===== config.mk =====
export PLATFORM = sky130hd
export DESIGN_NAME = carfield_clk_seq
export DESIGN_NICKNAME = d
export VERILOG_FILES = /design/src/rtl/carfield_chip_pkg.sv /design/src/rtl/carfield_clk_seq_rr.sv /design/src/rtl/carfield_clk_seq.sv
export SDC_FILE = /design/constraint.sdc
export NUM_CORES = 1
export LEC_CHECK = 0
export ABC_AREA = 0
export CORE_MARGIN = 5
export CORE_UTILIZATION = 60
export CTS_CLUSTER_SIZE = 16
export DETAILED_ROUTE_END_ITERATION = 10
export GPL_TIMING_DRIVEN = 0
export HOLD_SLACK_MARGIN = 0.05
export PLACE_DENSITY_LB_ADDON = 0.3
export SLEW_MARGIN = 10
export SYNTH_ARGS = -nofsm -noshare
export SYNTH_HDL_FRONTEND = slang
export SYNTH_SLANG_ARGS = --single-unit

===== constraint.sdc =====
create_clock -name clk_i -period 6.9 [get_ports clk_i]
set_clock_uncertainty 0.2 [all_clocks]
set_input_delay 1.035 -clock clk_i [delete_from_list [all_inputs] [get_ports clk_i]]
set_output_delay 1.035 -clock clk_i [all_outputs]
set_load 0.005 [all_outputs]

===== src/rtl/carfield_chip_pkg.sv =====
// Shared Carfield chip types and defaults for the clock-configuration sequencers.
package carfield_chip_pkg;

    // Clock domain indices; also the bit position of each domain in the sequencer ports.
    typedef enum logic [1:0] {
        CLK_HOST   = 2'd0,
        CLK_PERIPH = 2'd1,
        CLK_ALT    = 2'd2,
        CLK_SECURE = 2'd3
    } carfield_clocks_e;

    localparam int unsigned DefaultNumDomains   = 4;
    localparam int unsigned DefaultNumPlls      = 3;
    localparam int unsigned DefaultGateCycles   = 8;
    localparam int unsigned DefaultSwitchCycles = 16;
    localparam int unsigned DefaultLockTimeout  = 4096;

    // Source encoding: 0 = reference bypass, p+1 = PLL p.
    localparam int unsigned ClkSrcW = $clog2(DefaultNumPlls + 1);
    typedef logic [ClkSrcW-1:0] clk_src_t;
    localparam clk_src_t RefClkSrc = '0;

    typedef enum logic [2:0] {
        IDLE   = 3'd0,
        GATE   = 3'd1,
        LOCK   = 3'd2,
        SWITCH = 3'd3,
        FAIL   = 3'd4,
        UNGATE = 3'd5
    } clk_seq_state_e;

endpackage


===== src/rtl/carfield_clk_seq_rr.sv =====
// Round-robin arbiter: searches from the pointer, grants only while enabled,
// and moves the pointer just past the winner on every grant.
module carfield_clk_seq_rr
    import carfield_chip_pkg::*;
#(
    parameter int unsigned N    = 4,
    parameter int unsigned IdxW = (N > 1) ? $clog2(N) : 1
) (
    input  logic            clk_i,
    input  logic            rst_ni,
    input  logic            en_i,
    input  logic [N-1:0]    req_i,
    output logic [N-1:0]    gnt_o,
    output logic [IdxW-1:0] idx_o,
    output logic            valid_o
);

    logic [IdxW-1:0] ptr_reg;
    logic [IdxW-1:0] cand;

    // First requester at or after the pointer, wrapping around.
    always_comb begin
        gnt_o   = '0;
        idx_o   = '0;
        valid_o = 1'b0;
        cand    = '0;
        for (int i = 0; i < int'(N); i++) begin
            cand = IdxW'((int'(ptr_reg) + i) % int'(N));
            if (en_i && !valid_o && req_i[cand]) begin
                valid_o     = 1'b1;
                idx_o       = cand;
                gnt_o[cand] = 1'b1;
            end
        end
    end

    // Pointer advances to the domain after the winner.
    always_ff @(posedge clk_i) begin
        if (!rst_ni) begin
            ptr_reg <= '0;
        end else if (valid_o) begin
            ptr_reg <= (idx_o == IdxW'(N - 1)) ? '0 : idx_o + 1'b1;
        end
    end

endmodule


===== src/rtl/carfield_clk_seq.sv =====
// Clock-source change sequencer for the Carfield clock domains: gate, lock,
// switch mux, ungate, one domain at a time with round-robin request service.
module carfield_clk_seq
    import carfield_chip_pkg::*;
#(
    parameter int unsigned NumDomains   = DefaultNumDomains,
    parameter int unsigned NumPlls      = DefaultNumPlls,
    parameter int unsigned GateCycles   = DefaultGateCycles,
    parameter int unsigned SwitchCycles = DefaultSwitchCycles,
    parameter int unsigned LockTimeout  = DefaultLockTimeout,
    localparam int unsigned SrcW        = $clog2(NumPlls + 1)
) (
    input  logic                       clk_i,
    input  logic                       rst_ni,
    input  logic [NumDomains-1:0]      req_valid_i,
    input  logic [NumDomains*SrcW-1:0] req_src_i,
    output logic [NumDomains-1:0]      req_ready_o,
    output logic [NumPlls-1:0]         pll_en_o,
    input  logic [NumPlls-1:0]         pll_lock_i,
    output logic [NumDomains-1:0]      clk_en_o,
    output logic [NumDomains*SrcW-1:0] clk_sel_o,
    output logic [NumDomains-1:0]      done_o,
    output logic [NumDomains-1:0]      err_o,
    output logic                       busy_o
);

    localparam int unsigned DomW   = (NumDomains > 1) ? $clog2(NumDomains) : 1;
    localparam int unsigned CntMax0 = (GateCycles > SwitchCycles) ? GateCycles : SwitchCycles;
    localparam int unsigned CntMax  = (CntMax0 > LockTimeout) ? CntMax0 : LockTimeout;
    localparam int unsigned CntW    = $clog2(CntMax + 1);
    localparam logic [SrcW:0] MaxSrc = (SrcW + 1)'(NumPlls);

    clk_seq_state_e          state_reg;
    logic [DomW-1:0]         dom_reg;
    logic [SrcW-1:0]         src_reg;
    logic [CntW-1:0]         cnt_reg;
    logic [CntW-1:0]         cnt_inc;
    logic [NumDomains-1:0]   ready_reg, done_reg, err_reg, clk_en_reg;
    logic [NumPlls-1:0]      pll_en_reg;
    logic                    busy_reg;
    logic [SrcW-1:0]         clk_sel_reg [NumDomains];
    logic [SrcW-1:0]         req_src     [NumDomains];

    logic [NumDomains-1:0]   arb_gnt;
    logic [DomW-1:0]         arb_idx;
    logic                    arb_valid;
    logic                    arb_en;

    logic [NumPlls-1:0]      pll_onehot;
    logic [NumPlls-1:0]      pll_used;
    logic [NumPlls-1:0][NumDomains-1:0] sel_match;
    logic                    lock_ok;
    logic                    src_bad, win_bad;

    // Arbitrate only in IDLE, and not in the cycle an accept pulse is out,
    // since the winner still holds its valid during that cycle.
    assign arb_en = (state_reg == IDLE) && (ready_reg == '0);

    carfield_clk_seq_rr #(
        .N    (NumDomains),
        .IdxW (DomW)
    ) u_rr (
        .clk_i   (clk_i),
        .rst_ni  (rst_ni),
        .en_i    (arb_en),
        .req_i   (req_valid_i),
        .gnt_o   (arb_gnt),
        .idx_o   (arb_idx),
        .valid_o (arb_valid)
    );

    for (genvar gi = 0; gi < NumDomains; gi++) begin : g_dom
        assign req_src[gi]                  = req_src_i[gi*SrcW +: SrcW];
        assign clk_sel_o[gi*SrcW +: SrcW]   = clk_sel_reg[gi];
    end

    // A PLL is in use while any domain mux selects it; the target PLL is decoded one-hot.
    for (genvar gi = 0; gi < NumPlls; gi++) begin : g_pll
        for (genvar gj = 0; gj < NumDomains; gj++) begin : g_use
            assign sel_match[gi][gj] = (clk_sel_reg[gj] == SrcW'(gi + 1));
        end
        assign pll_used[gi]   = |sel_match[gi];
        assign pll_onehot[gi] = (src_reg == SrcW'(gi + 1));
    end

    assign lock_ok = (src_reg == SrcW'(RefClkSrc)) || |(pll_lock_i & pll_onehot);
    assign src_bad = {1'b0, src_reg} > MaxSrc;
    assign win_bad = {1'b0, req_src[arb_idx]} > MaxSrc;
    assign cnt_inc = (cnt_reg == CntW'(CntMax)) ? cnt_reg : cnt_reg + 1'b1;

    assign req_ready_o = ready_reg;
    assign pll_en_o    = pll_en_reg;
    assign clk_en_o    = clk_en_reg;
    assign done_o      = done_reg;
    assign err_o       = err_reg;
    assign busy_o      = busy_reg;

    // Sequencer FSM; every output is a register updated here.
    always_ff @(posedge clk_i) begin
        if (!rst_ni) begin
            state_reg  <= IDLE;
            dom_reg    <= '0;
            src_reg    <= '0;
            cnt_reg    <= '0;
            ready_reg  <= '0;
            done_reg   <= '0;
            err_reg    <= '0;
            clk_en_reg <= '1;
            pll_en_reg <= '0;
            busy_reg   <= 1'b0;
            for (int d = 0; d < int'(NumDomains); d++) clk_sel_reg[d] <= '0;
        end else begin
            ready_reg <= '0;
            done_reg  <= '0;
            err_reg   <= '0;
            unique case (state_reg)
                IDLE: begin
                    if (ready_reg != '0) begin
                        // Accepted request that needed no sequencing.
                        if (src_bad) err_reg[dom_reg]  <= 1'b1;
                        else         done_reg[dom_reg] <= 1'b1;
                    end else if (arb_valid) begin
                        ready_reg <= arb_gnt;
                        dom_reg   <= arb_idx;
                        src_reg   <= req_src[arb_idx];
                        if (!win_bad && req_src[arb_idx] != clk_sel_reg[arb_idx]) begin
                            state_reg <= GATE;
                            busy_reg  <= 1'b1;
                            cnt_reg   <= '0;
                        end
                    end
                end
                GATE: begin
                    // First GATE edge closes the gate and starts the PLL so lock overlaps gating.
                    if (cnt_reg == '0) begin
                        clk_en_reg[dom_reg] <= 1'b0;
                        pll_en_reg          <= pll_en_reg | pll_onehot;
                    end
                    if (cnt_reg == CntW'(GateCycles)) begin
                        state_reg <= LOCK;
                        cnt_reg   <= '0;
                    end else begin
                        cnt_reg <= cnt_inc;
                    end
                end
                LOCK: begin
                    if (lock_ok) begin
                        state_reg            <= SWITCH;
                        clk_sel_reg[dom_reg] <= src_reg;
                        cnt_reg              <= '0;
                    end else if (32'(cnt_reg) + 1 >= LockTimeout) begin
                        state_reg <= FAIL;
                    end else begin
                        cnt_reg <= cnt_inc;
                    end
                end
                SWITCH: begin
                    if (32'(cnt_reg) + 1 >= SwitchCycles) begin
                        state_reg           <= UNGATE;
                        clk_en_reg[dom_reg] <= 1'b1;
                        done_reg[dom_reg]   <= 1'b1;
                        pll_en_reg          <= pll_en_reg & pll_used;
                    end else begin
                        cnt_reg <= cnt_inc;
                    end
                end
                FAIL: begin
                    // Mux untouched; drop the target PLL unless another domain relies on it.
                    state_reg           <= UNGATE;
                    clk_en_reg[dom_reg] <= 1'b1;
                    err_reg[dom_reg]    <= 1'b1;
                    pll_en_reg          <= pll_en_reg & pll_used;
                end
                UNGATE: begin
                    state_reg <= IDLE;
                    busy_reg  <= 1'b0;
                    cnt_reg   <= '0;
                end
                default: begin
                    state_reg <= IDLE;
                    busy_reg  <= 1'b0;
                end
            endcase
        end
    end

endmodule


# == After elaboration in Yosys (flattened, before gate mapping) ==
# Memory sizes are Yosys's and may differ from the RTL's.
# Index checks and enable logic that the tools add are counted.
# word_totals
ff_bits,42
memories,1
wordCells,188
out_inout_bits,28
mem_bits_rw,8
# op_classes
order_cmp,13
bitwise_logic,15
n_eq_ne,33
reduce_logical,37
n_addsub,6
mux,72
# mem_list
name,words,width,rd,rd_clocked_by_memory_dff,write_ports,line_no,text
clk_sel_reg,4,2,5,0,4,carfield_clk_seq.sv:41,logic [SrcW-1:0] clk_sel_reg [NumDomains];
# ops
cell,n
$mux 13,8
$pmux 13 s5,1
$ge 32x13->1 const B,1
$mux 4,8
$mux 3,9
$eq 2x2->1 const B,11
$mux 1,22
$reduce_or 4->1,5
$mux 2,9
$or 4x4->4,4
$lt 2x3->1 const B,5
$pmux 3 s5,1
$add 13x1->14 const B,1
$ge 14x5->1 const B,1
$add 13x1->13 const B,1
$eq 13x13->1 const B,1
$eq 13x4->1 const B,1
$logic_and 1x1->1,13
$logic_not 13->1,1
$ne 2x2->1 const B,6
$pmux 4 s3,1
$reduce_and 6->1,2
$demux 1 s2,5
$eq 2x1->1 const B,5
34 further kinds,54

# == Logic depth before layout (Yosys ltp) ==
# logic_depth
word_depth,25
ltp_mapped,14
depth_no_buf,10

# == Modules after synthesis ==
# Synthesis repeated with hierarchy kept, for this count alone.
# hier_totals
cells_unflattened,363
hier_area_um2,3179.3
# by_module_without_submodules
mod,instances,area_each_um2,cells_per_inst
carfield_clk_seq,1,2625.0,298
carfield_clk_seq_rr,1,554.3,65

# == Least setup slack after synthesis ==
# Ideal clock, no wire load.
# synth_timing
kind,input-to-reg
from,input port req_valid_i[2]
to,register cnt_reg[2]
path_stages,10
t_arrival_ns,3.321
path_slack_ns,3.258
path_cell_list,buf_6 -> mux4_2 -> nor2b_1 -> or3_4 -> and3_4 -> buf_6 -> a311oi_4 -> nor4_4 -> or2_1 -> o311a_1
# synth_via
elab_chain_len,23
# synth_rtl
item,line_no,text
"start, declared",carfield_clk_seq.sv:15,"input logic [NumDomains-1:0] req_valid_i,"
$bmux 1 s2,carfield_clk_seq_rr.sv:29,if (en_i && !valid_o && req_i[cand]) begin
$mux 1 (not written as such),carfield_clk_seq_rr.sv:29,
$logic_and 1x1->1,carfield_clk_seq_rr.sv:29,
$mux 1,carfield_clk_seq_rr.sv:29,
$logic_not 1->1,carfield_clk_seq_rr.sv:29,
$logic_and 1x1->1 (2 in a row),carfield_clk_seq_rr.sv:29,
$mux 1,carfield_clk_seq_rr.sv:29,
$logic_not 1->1,carfield_clk_seq_rr.sv:29,
[4 not listed],-,
$logic_and 1x1->1 (2 in a row),carfield_clk_seq_rr.sv:29,
$mux 2,carfield_clk_seq_rr.sv:29,
$not 2->3 (not written as such),carfield_clk_seq.sv:126,if (!win_bad && req_src[arb_idx] != clk_sel_reg[arb_idx]) begin
$bmux 2 s2,carfield_clk_seq.sv:126,
$mux 2 (not written as such) (2 in a row),carfield_clk_seq.sv:126,
$ne 2x2->1,carfield_clk_seq.sv:126,
$ne 2x1->1 (no source line),-,
$reduce_and 6->1 (no source line) *,-,
"end signal, assigned",carfield_clk_seq.sv:143,cnt_reg <= cnt_inc;
"end signal, assigned",carfield_clk_seq.sv:154,cnt_reg <= cnt_inc;
"end signal, assigned",carfield_clk_seq.sv:164,cnt_reg <= cnt_inc;
"end, declared",carfield_clk_seq.sv:36,logic [CntW-1:0] cnt_reg;
# Mark *: on every way between the ends. The rest lies on a longest branch, timed or not. The select of a mux whose other input is x is not followed.
# A chain may end at the register's enable or synchronous reset.

# == Final worst setup path ==
# layout_timing
from,input port req_valid_i[0]
to,register cnt_reg[2]
# Same word-level chain as after synthesis.

==> results summary <==
The number of distinct library cells after synthesis came out at 64. The ratio of total power to cell area came out at 354 mW/mm^2. The worst register-to-register path begins at u_rr.ptr_reg[0]. The number of nets in the layout is 461. The most common cell after layout, fill and taps aside is nor2_1. The number of design rule violations left after detail routing is 0. The data arrival time of the critical path is 4.08 ns. The wire length of the first global-routing pass came out at 14500 um. The effective utilization at floorplan came out at 60.8%. The peak clock frequency supported by timing is 245 MHz. Setup repair after global routing left no endpoint under its margin. The setup TNS after final layout came out at 0 ns. The category of the worst setup path capture point is a flop. The first TritonRoute pass finished after 5 iterations.

The run finished with clean final reports. In this run, synthesis inferred 8 flip-flops with an integrated enable. Tracing the worst setup path back leads to its startpoint at req_valid_i[0]. Routability-driven placement finished with a final weighted congestion of 0.955. The number of violations reported at the end of detailed-routing iteration 0 is 252. The total vias in the final route came out at 3232.

The largest voltage drop on the vdd net is 0.245 mV. For this design, the sink count on the clock tree is 50. Pin placement for this block handled 45 I/O pins. The total overflow left after global routing is 0. The number of global-route vias before repair is 3063. TritonCTS built the clock tree. The remaining antenna violation count after routing is 0. The synthesis-to-layout area growth is 18.9%. The clock network fraction of total power came out at 12.4%. The final count of pins violating max slew is 0. The min-delay analysis places its worst path in the category reg -> reg. The clock-pin slew on the worst setup and hold paths is 0.09 ns. The switching power total is 0.633 mW. The half-perimeter wire length after detailed placement is 6290 um.

The post-cts repair resize count came out at 0. For this run, the leading register cell type out of synthesis is dfxtp_1. The part of the Yosys area used for sequential elements is 32.9%. The fraction of registers with async set or reset after synthesis is 0%. The cell area after technology mapping is 0.00329 sq mm. After layout, the worst path uses 59.1% of the clock period. For this run, the number of Yosys warnings is 0.

The standard-cell row count is 27. The insertion delay to the later sink of the worst-skew pair came out at 0.31 ns. The maximum root-to-sink buffer count came out at 2.

The register with the most flip-flops in the layout has 13 of them. The synthesized design contains 50 register bits. The synthesized net count came out at 410. The worst path required time came out at 6.90 ns. The final antenna diode count came out at 0. In this run the horizontal extent of the chip is 84 um. Measured against its own limit, the worst slew margin works out to 53.4%. The leakage power came out at 1.39 nW. In the layout the commonest cells are nor2_1 (46), clkdlybuf4s50_1 (44), dfxtp_1 (42). The area inside the core boundary came out at 0.00541 sq mm. The switching power as a share of total power is 45.8%. The number of setup buffers added after CTS is 0. The number of antenna violations at the first check in global routing was 0.

The completed layout was analyzed and its total power is 1.38 mW. The floorplan step set the die height to 84 um. The overall die area came out at 0.00706 sq mm.

Dividing the detail-routed via count by the number of cells gives 6.32. The final critical delay including setup and external delays came out at 4.08 ns. Hold repair after CTS inserted 0 buffers. The largest fanout on the critical path came out at 9.

The worst setup path is of the in -> reg kind. The routed wire length came out at 8400 um. The slew at the pin closest to its max-slew limit came out at 0.693 ns. The number of port buffers is 44. The post-synthesis cell count is 387.

The share of total power dissipated in sequential elements is 27.4%. The share of power burned in combinational logic is 60.2%. The global-route usage over all layers came out at 24.6%. After detailed routing, the average wire length per cell comes to 16.4 um. The internal cell power came out at 0.750 mW.

The total clock buffers created by CTS came out at 5. Entering global routing, the biggest net connects 17 pins. The number of hold violations in the final report is 0. The root buffer cell chosen for the clock tree is clkbuf_8. The worst setup path is launched from a primary input.

The number of setup violations in the final report is 0. The average cell area after synthesis came out at 8.49 sq um. The maximum level of the CTS H-tree came out at 2. The fraction of layout instances using a drive strength above 1 is 8.88%. The number of max-cap violations is 0.
[per-stage QoR]
stage               instance area (sq um)  std cells  hold WS (ns)  worst slack [ns]  util [%]
floorplan                            3290        387         0.269              3.26         -
global placement                     3820        503         0.277              2.59      70.6
detailed placement                   3820        503         0.282              2.55      70.6
CTS                                  3910        511         0.294              2.86      72.2
global route                         3910        511         0.316              2.63      72.2
finish                               3910        511         0.291              2.82      72.2
[layout make-up]
class / count / area, sq um
clock inverters: 3 / 20.0
flip-flops and latches: 50 / 1080
inverters: 15 / 56.3
multi-input cells: 297 / 2020
well taps: 72 / 90.1
plain buffers: 25 / 130
clock buffers: 5 / 68.8
repair buffers: 44 / 440
fillers: 428 / 1500
[per-layer routing]
metal / GRT usage [%] / wire (um) / vias up
met5: 0 / 0 / -
met2: 39.9 / 4070 / 127
met3: 3.95 / 583 / 11
li1: - / - / 1550
met4: 8.48 / 93 / 0
met1: 33.1 / 3650 / 1544
[cells in the mapped netlist, types with 4 or more instances]
cell type	instances	share of area, %
nor2_1	46	5.3
dfxtp_1	42	26
nand2_1	31	3.5
nand3_1	19	2.9
clkbuf_1	16	1.8
o21ai_0	16	2.4
inv_1	15	1.7
a21oi_1	12	1.8
o311ai_1	11	2.9
mux2i_1	9	2.7
nor3_1	9	1.4
o31ai_1	9	2.1
edfxtp_1	8	7.3
nand4_1	8	1.5
a21boi_0	7	1.6
nand2b_1	7	1.3
o21ai_1	7	1.1
xnor2_1	7	1.9
a22o_1	6	1.6
ha_1	6	2.3
nor2b_1	6	1.1
o22ai_1	6	1.1
or3_1	6	1.1
buf_2	5	0.76
a222oi_1	4	1.2
a22oi_1	4	0.91
a31oi_1	4	0.76
buf_6	4	1.4
nor3b_1	4	0.91
nor4b_1	4	1.1
[worst paths after layout]
| kind | slack, ns | to | cells after the start |
|---|---|---|---|
| setup reg to reg | 2.85 | cnt_reg[2] | 12 |
| hold / removal | 0.29 | flop | 2 |
| setup / recovery | 2.82 | cnt_reg[2] | 9 |
| hold reg to reg | 0.29 | flop | 2 |
[power groups by stage]
stage / clock network, mW / logic (mW) / registers [mW]
after floorplan: 0 / 0.620 / 0.378
after global placement: 0 / 0.804 / 0.383
after detailed placement: 0 / 0.822 / 0.386
after CTS: 0.176 / 0.827 / 0.379
after global routing: 0.192 / 0.916 / 0.386
final: 0.171 / 0.833 / 0.379
[logic make-up after synthesis]
family                     count (synthesis)  synth area share (%)
AOI/OAI and AO/OA                        105                  25.0
xor gates and xnor gates                   9                  2.40
adders and majority gates                  6                  2.28
buffers and inverters                     40                  5.67
DFF                                       50                  32.9
muxes                                     14                  5.60
and+or+nand+nor                          163                  26.2
[critical path, stage by stage]
cell             delay [ns]
clkdlybuf4s50_1        0.57
mux4_1                 0.70
or3_4                  0.41
and3_4                 0.19
buf_6                  0.15
a311oi_4               0.29
nor4_4                 0.10
or2_1                  0.29
o311a_1                0.34
No activity file was read; power rests on OpenSTA's default activity.
==> patch, RTL diff (same flow settings) <==
Re-encode `clk_seq_state_e` (6 states) as one-hot, 6 bits wide.
--- a/src/rtl/carfield_chip_pkg.sv
+++ b/src/rtl/carfield_chip_pkg.sv
@@ -20,13 +20,13 @@
     typedef logic [ClkSrcW-1:0] clk_src_t;
     localparam clk_src_t RefClkSrc = '0;
 
-    typedef enum logic [2:0] {
-        IDLE   = 3'd0,
-        GATE   = 3'd1,
-        LOCK   = 3'd2,
-        SWITCH = 3'd3,
-        FAIL   = 3'd4,
-        UNGATE = 3'd5
+    typedef enum logic [5:0] {
+        IDLE   = 6'b000001,
+        GATE   = 6'b000010,
+        LOCK   = 6'b000100,
+        SWITCH = 6'b001000,
+        FAIL   = 6'b010000,
+        UNGATE = 6'b100000
     } clk_seq_state_e;
 
 endpackage
Behaviour: same outputs for any inputs over 4 cycles, from zero or initial values and one cycle with rst_ni low; so few cycles prove little.
==> patch against the original RTL <==
  * Wire length rose by 3.6%
  * Fmax down 11%
  * Global-route usage fell by 0.38 points
  * Sequential share of layout area up 1.0 points
  * Sequential cell count increased by 3
  * Total power increased by 7.8%
  * Core utilization rose by 0.39 points
  * Register-to-register slack got worse by 0.39 ns
  * Worst setup slack got worse by 0.49 ns
  * Cell area up 1.8%
  * Critical path depth rose by 4
  * Synthesized area up 2.4%
  * Final cell count is 4.1% higher
  * Largest cell class unchanged
  * Largest power group unchanged
==> patch: results (changes against the original RTL) <==
Vias in the first global route - 3,054 (-0.29%)
Post-synth cell types - 66 (+3.1%)
Crit path launch - req_valid_i[1]
Synth Net Count - 432 (+5.4%)
Share of cells above drive strength 1 - 9.35% (+0.46 points)
WHS - 0.287 ns (-0.00465 ns)
Xor and xnor fraction of the mapped netlist area - 3.12% (+0.72 points)
Reg2reg path depth - 15 (+3)
Place WS - 2.08 ns (-0.464 ns)
Mapped Cells - 409 (+5.7%)
Met2 Use GR - 40.8% (+0.87 points)
Total Routed Length - 8.70 mm (+3.6%)
R2R Setup Slk - 2.46 ns (-0.39 ns)
Detail Route met3 WL - 758 um (+30%)
Met2 WL - 4.19 mm (+2.9%)
HPWL Detailed - 6.65 mm (+5.7%)
First-iteration detailed-routing DRC count - 303 (+20%)
Clk pwr share - 12.1% (-0.3 points)
Reg-to-reg endpoint - cnt_reg[11]
Worst-Margin Slew - 0.722 ns (+0.0288 ns)
Power per cell area - 375 nW/um2 (+5.9%)
Placed instance area - 3880 um2 (+1.8%)
Status - finished, final reports clean
Top post-synthesis cells by count - nand2_1 (46), dfxtp_1 (45), nor2_1 (39)
Tot GR Track Use - 24.2% (-0.38 points)
M1 GR Usage - 30.8% (-2.4 points)
Leak pwr - 1.45 nW (+4.2%)
Int Power - 0.798 mW (+6.4%)
Largest net degree at the start of global routing - 18 (+1)
Routed vias - 3,315 (+2.6%)
Peak supply drop - 0.209 mV (-15%)
Number of fill cells - 436 (+1.9%)
Synth area leaders - dfxtp_1 (27%), edfxtp_1 (7.1%), nand2_1 (5.1%), nor2_1 (4.4%), mux2i_1 (3.9%)
Routed WL per cell - 16.4 um (-0.47%)
Max FO, Critical Path - 10 (+1)
NumNets Final - 482 (+4.6%)
M3 GR Usage - 6.50% (+2.6 points)
Sequential element share of the synthesized area - 33.9% (+1.0 points)
Adder-Cell Fraction of Synth Area - 2.23% (-0.054 points)
First-pass GRT wire length - 14.4 mm (-0.61%)
Mux cell area share after synthesis - 6.21% (+0.61 points)
## patch: cell count changes after synthesis, moves of 5 or more
cell,change
o21ai_1,-5
nor2_1,-7
a22o_1,-6
and3_1,+6
a211oi_1,+7
or3_1,-5
o311ai_1,-11
nor4_1,+5
o31ai_1,-9
clkbuf_1,-5
nand2_1,+15
o221a_2,+6
## patch: critical path, cell delays in order
cell	delay, ns
clkdlybuf4s50_1	0.51
mux4_2	0.56
a21oi_1	0.22
o2111ai_1	0.20
a222oi_1	0.36
buf_4	0.23
mux2i_1	0.24
o211ai_2	0.13
xnor2_1	0.31
a21o_1	0.26
buf_2	0.25
a21oi_1	0.11
o22ai_1	0.18
## patch: cell type report
cell class	count	area [um2]	area share, %
Buffer	25	129	3.24
Clock buffer	5	68.8	1.73
Clock inverter	3	21.3	0.535
Inverter	20	75.1	1.89
Multi-Input combinational cell	311	2020	50.8
Sequential cell	53	1140	28.7
Tap cell	72	90.1	2.27
Timing Repair Buffer	43	430	10.8
